## src/rtl/autotype_sequencer.sv

```systemverilog
// Power-on key-script generator: plays a parameter-defined sequence of reset
// pulses and key presses into the computer core, merged with the board buttons.
module autotype_sequencer #(
  parameter int unsigned                   N_KEYS       = 4,
  parameter int unsigned                   N_STEPS      = 16,
  parameter int unsigned                   STEP_LOG2    = 22,
  parameter int unsigned                   HOLD_LOG2    = 21,
  parameter logic [N_STEPS*(N_KEYS+1)-1:0] SCRIPT       = '0,
  parameter bit                            AUTOSTART    = 1'b1,
  parameter bit                            LOOP         = 1'b0,
  parameter bit                            ABORT_ON_KEY = 1'b1,
  localparam int unsigned                  SW           = (N_STEPS > 1) ? $clog2(N_STEPS) : 1
) (
  input  logic              clk,
  input  logic              n_reset,
  input  logic              start,
  input  logic              abort,
  input  logic              user_n_reset,
  input  logic [N_KEYS-1:0] user_keys,
  output logic              n_reset_out,
  output logic [N_KEYS-1:0] keys_out,
  output logic              busy,
  output logic [SW-1:0]     step_index
);

  localparam int unsigned EW       = N_KEYS + 1;
  localparam int unsigned CW       = (STEP_LOG2 > 0) ? STEP_LOG2 : 1;
  localparam bit          HOLD_ALL = (HOLD_LOG2 >= STEP_LOG2);

  if (HOLD_LOG2 > STEP_LOG2) begin : g_bad_hold
    $fatal(1, "autotype_sequencer: HOLD_LOG2 must not exceed STEP_LOG2");
  end
  if (N_STEPS < 1) begin : g_bad_steps
    $fatal(1, "autotype_sequencer: N_STEPS must be at least 1");
  end

  typedef enum logic [1:0] {
    S_IDLE = 2'd0,
    S_RUN  = 2'd1,
    S_DONE = 2'd2
  } state_t;

  localparam state_t RST_STATE = AUTOSTART ? S_RUN : S_IDLE;

  state_t            r_state;
  state_t            w_state_nxt;
  logic [CW-1:0]     r_cnt;
  logic [CW-1:0]     w_cnt_nxt;
  logic [SW-1:0]     r_step;
  logic [SW-1:0]     w_step_nxt;
  logic              r_n_reset_out;
  logic [N_KEYS-1:0] r_keys_out;
  logic              r_busy;

  logic [EW-1:0]     w_entry;
  logic              w_last_cyc;
  logic              w_last_step;
  logic              w_hold;
  logic              w_user_abort;
  logic              w_script_rst;
  logic [N_KEYS-1:0] w_script_key;
  logic              w_n_reset_nxt;
  logic [N_KEYS-1:0] w_keys_nxt;
  logic              w_busy_nxt;

  assign w_last_cyc   = (STEP_LOG2 == 0) ? 1'b1 : (&r_cnt);
  assign w_last_step  = (r_step == SW'(N_STEPS - 1));
  assign w_hold       = HOLD_ALL ? 1'b1 : ((r_cnt >> HOLD_LOG2) == '0);
  assign w_user_abort = ABORT_ON_KEY && (|user_keys);

  // Script entry for the current step
  always_comb begin
    w_entry = '0;
    for (int i = 0; i < int'(N_STEPS); i++) begin
      if (r_step == SW'(i)) w_entry = SCRIPT[i*EW +: EW];
    end
  end

  // State, step and cycle counter registers
  always_ff @(posedge clk or negedge n_reset) begin
    if (!n_reset) begin
      r_state <= RST_STATE;
      r_cnt   <= '0;
      r_step  <= '0;
    end else begin
      r_state <= w_state_nxt;
      r_cnt   <= w_cnt_nxt;
      r_step  <= w_step_nxt;
    end
  end

  // Next-state logic; start overrides abort and user keys in every state
  always_comb begin
    w_state_nxt = r_state;
    w_cnt_nxt   = r_cnt;
    w_step_nxt  = r_step;
    if (start) begin
      w_state_nxt = S_RUN;
      w_cnt_nxt   = '0;
      w_step_nxt  = '0;
    end else begin
      case (r_state)
        S_RUN: begin
          if (abort || w_user_abort) begin
            w_state_nxt = S_DONE;
            w_cnt_nxt   = '0;
          end else begin
            w_cnt_nxt = r_cnt + CW'(1);
            if (w_last_cyc) begin
              w_cnt_nxt = '0;
              if (!w_last_step) begin
                w_step_nxt = r_step + SW'(1);
              end else if (LOOP) begin
                w_step_nxt = '0;
              end else begin
                w_state_nxt = S_DONE;
              end
            end
          end
        end
        S_IDLE, S_DONE: begin
          w_cnt_nxt = '0;
        end
        default: begin
          w_state_nxt = S_IDLE;
          w_cnt_nxt   = '0;
          w_step_nxt  = '0;
        end
      endcase
    end
  end

  // Script drive and merge with the physical buttons
  always_comb begin
    w_script_rst  = 1'b0;
    w_script_key  = '0;
    if (r_state == S_RUN) begin
      w_script_rst = w_entry[0];
      if (w_hold) w_script_key = w_entry[EW-1:1];
    end
    w_n_reset_nxt = user_n_reset & ~w_script_rst;
    w_keys_nxt    = user_keys | w_script_key;
    w_busy_nxt    = (w_state_nxt == S_RUN);
  end

  // Registered outputs
  always_ff @(posedge clk or negedge n_reset) begin
    if (!n_reset) begin
      r_n_reset_out <= 1'b0;
      r_keys_out    <= '0;
      r_busy        <= AUTOSTART;
    end else begin
      r_n_reset_out <= w_n_reset_nxt;
      r_keys_out    <= w_keys_nxt;
      r_busy        <= w_busy_nxt;
    end
  end

  assign n_reset_out = r_n_reset_out;
  assign keys_out    = r_keys_out;
  assign busy        = r_busy;
  assign step_index  = r_step;

endmodule

```

## config.mk

```make
export PLATFORM = sky130hd
export DESIGN_NAME = autotype_sequencer
export DESIGN_NICKNAME = d
export VERILOG_FILES = /design/src/rtl/autotype_sequencer.sv
export SDC_FILE = /design/constraint.sdc
export NUM_CORES = 1
export LEC_CHECK = 0
export ABC_CLOCK_PERIOD_IN_PS = 1800
export CAP_MARGIN = 20
export CORE_MARGIN = 2
export CORE_UTILIZATION = 49
export CTS_CLUSTER_SIZE = 20
export DETAILED_ROUTE_END_ITERATION = 10
export PLACE_DENSITY = 0.8
export SLEW_MARGIN = 10
export SYNTH_ARGS = -nofsm -noshare
export SYNTH_HDL_FRONTEND = slang
export SYNTH_SLANG_ARGS = --single-unit
```

## constraint.sdc

```tcl
create_clock -name clk -period 1.8 [get_ports clk]
set_clock_uncertainty 0.1 [all_clocks]
set_input_delay 0.27 -clock clk [delete_from_list [all_inputs] [get_ports clk]]
set_output_delay 0.27 -clock clk [all_outputs]
set_load 0.01 [all_outputs]
```

==> impl_metrics.json <==
{
  "period_share": 1.035,
  "netlist_instances": 156,
  "cap_violations": 0,
  "final_cell_mix": "dfrtp_1 (32), buf_4 (26), xor2_1 (15), clkdlybuf4s50_1 (15), nand3_1 (13)",
  "synth_nets": 167,
  "worst_slew_pin_slew_ps": 426.6,
  "diodes": 0,
  "synth_seq_cells": 34,
  "dp_hpwl_um": 2370,
  "grt.overflow.total": 0,
  "clkTransAtPathRegs_ps": 110,
  "netlist_area_um2": 1643,
  "detail_route.wl_per_cell_um": 14.34,
  "hold_viol_final": 0,
  "syn2layout_area_growth_pct": 34.81,
  "initial_core_util": 0.5002,
  "violations": "negative setup slack",
  "max_freq_ghz": 0.5369,
  "setup_slack_ps": -62.51,
  "period_minus_slack_ps": 1863,
  "grt_pass1_vias": 1279,
  "antenna_left": 0,
  "htreeDepth": 2,
  "start_kind": "input port",
  "crit_path_end_kind": "register",
  "setup-violations-final": 1,
  "holdWs_ps": 87.96,
  "grtUsageTotal": 0.2000,
  "outcome": "complete, but fails checks",
  "crit_required_ps": 1950,
  "design_area_um2": 2215,
  "leakage_uw": 0.0009533,
  "cts_tree": "yes",
  "antenna_found_initial": 0,
  "ir_drop_v": 0.0004468,
  "layout-drive-gt1-share": 0.3268,
  "final_util": 0.6743,
  "drtIter0Drc": 85,
  "syn_area_per_cell_um2": 10.53,
  "rrSetupSlack_ps": 0,
  "die_area_um2": 3832,
  "layout_commonest_cell": "dfrtp_1",
  "die_x_um": 61.90,
  "yosysWarningCount": 0,
  "synth_cell_types": 37,
  "finalPower_uw": 1313,
  "via_per_inst": 5.359,
  "rsz0062_at_grt": "true",
  "die_height_um": 61.90,
  "first_pass_iters": 4,
  "worstSetupPathType": "input port to register",
  "gp_congestion": 0.8387,
  "synth-seq-area-share": 0.5194,
  "clk_latency_ps": 330,
  "rows": 21,
  "finalMaxSlewViolations": 0,
  "drc_errors": 0,
  "io_buffers": 18,
  "dr_total_vias": 1345,
  "layout.cells.non_filler": 251,
  "cts_buffers": 5,
  "grt_max_degree": 35,
  "routed_wl_um": 3599,
  "dp_cells": 235,
  "placed_cell_area_um2": 2016,
  "clockBufferDepth": 2,
  "hp-class": "input port to register",
  "clock_sink_count": 34,
  "grt_pass1_wl_um": 5547,
  "core_area_um2": 3284,
  "cts_root_buf": "clkbuf_4",
  "fin_nets": 215,
  "slew_headroom": 0.7156,
  "crit_fanout": 4,
  "io_pins": 19,
  "power_density_nw_per_um2": 592.7,
  "arrival_ps": 2010
}
-- metal layers --
metal / track usage / vias up / part of all wire / wire [um]
met4: 0.06991 / 0 / 0.015 / 54
met5: 0 / - / 0 / 0
met3: 0.05797 / 6 / 0.032 / 115
met1: 0.2483 / 672 / 0.42 / 1506
li1: - / 644 / - / -
met2: 0.3338 / 23 / 0.53 / 1922
-- sequential cells by signal, indices dropped and copies added (netlist names) --
name and cells:
step_index 4, r_cnt 22, r_state 2, keys_out 4, n_reset_out 1, busy 1
-- critical path, stage by stage --
cell	delay (ps)
clkdlybuf4s50_1	420
or4_4	460
nor2_8	160
nand2_4	70
buf_6	120
or3_4	360
a21oi_2	150
-- timing repair --
| item | in CTS | in global routing |
|---|---|---|
| resized for setup | 10 | 11 |
| cloned | 0 | 0 |
| hold buffers | 0 | 0 |
| setup buffers | 4 | 4 |
| endpoints found under the setup margin | 19 | 13 |
| pin swaps | 9 | 11 |
-- layout make-up --
class | count | area [um^2]
Sequential cell | 34 | 853.3
Timing Repair Buffer | 46 | 402.9
Clock inverter | 2 | 12.51
Fill cell | 241 | 1070
Inverter | 4 | 15.01
Clock buffer | 6 | 51.30
Tap cell | 46 | 57.56
Multi-Input combinational cell | 113 | 822.0
-- cell families (layout without fill, tap and decap cells) --
kind of cell / count (synthesis) / after routing / synth area share
adder cells (fa/ha/maj): 2 / 2 / 0.01523
AND/OR/NAND/NOR: 77 / 77 / 0.2719
AO/OA/AOI/OAI: 15 / 15 / 0.06169
XOR/XNOR: 19 / 19 / 0.1013
buffers and inverters: 9 / 58 / 0.03046
flip-flops: 34 / 34 / 0.5194
-- metrics by stage --
stage                     setup slack [ps]  setup TNS [ps]
after global routing                -91.08          -249.1
after global placement              -453.7           -8492
final                               -62.51          -62.51
after detailed placement            -503.4           -9308
after floorplan                     -31.88          -77.69
after CTS                            7.786               0
-- power by group --
part,total (uW),internal (uW),switching [uW]
Combinational,87.2,43.3,43.8
Clock,442,188,254
Sequential,783,776,7.71
-- synth_stat cells (all sizes together) --
master | instances | area share
or4 | 2 | 0.011
nor2 | 24 | 0.077
a41oi | 1 | 0.0053
nor3 | 4 | 0.012
nor4 | 1 | 0.0076
o31ai | 1 | 0.0046
inv | 4 | 0.0091
dfstp | 2 | 0.032
xnor2 | 4 | 0.021
buf | 3 | 0.017
nand2b | 2 | 0.0076
and3 | 5 | 0.019
nand4 | 6 | 0.023
a21oi | 5 | 0.015
a21o | 1 | 0.0046
nor3b | 1 | 0.0046
a211o | 1 | 0.0053
dfrtp | 32 | 0.49
ha | 2 | 0.015
nand3 | 15 | 0.046
nand2 | 10 | 0.029
and4 | 4 | 0.021
xor2 | 15 | 0.080
or2 | 1 | 0.0038
o21ai | 3 | 0.0091
a311oi | 1 | 0.0053
a41o | 2 | 0.012
or3 | 1 | 0.0038
and4b | 1 | 0.0061
clkbuf | 2 | 0.0046
-- path summary, 6_finish.rpt --
| check | start | end | cells past startpoint |
|---|---|---|---|
| max | user_keys[0] | step_index[0] | 7 |
| min | user_keys[2] | keys_out[2] | 1 |
| max reg2reg | r_cnt[18] | step_index[0] | 6 |
| min reg2reg | r_cnt[14] | r_cnt[14] | 2 |
| max in group asynchronous | n_reset | busy | 2 |
| min in group asynchronous | n_reset | keys_out[2] | 2 |
No activity file was read; power rests on OpenSTA's default activity.
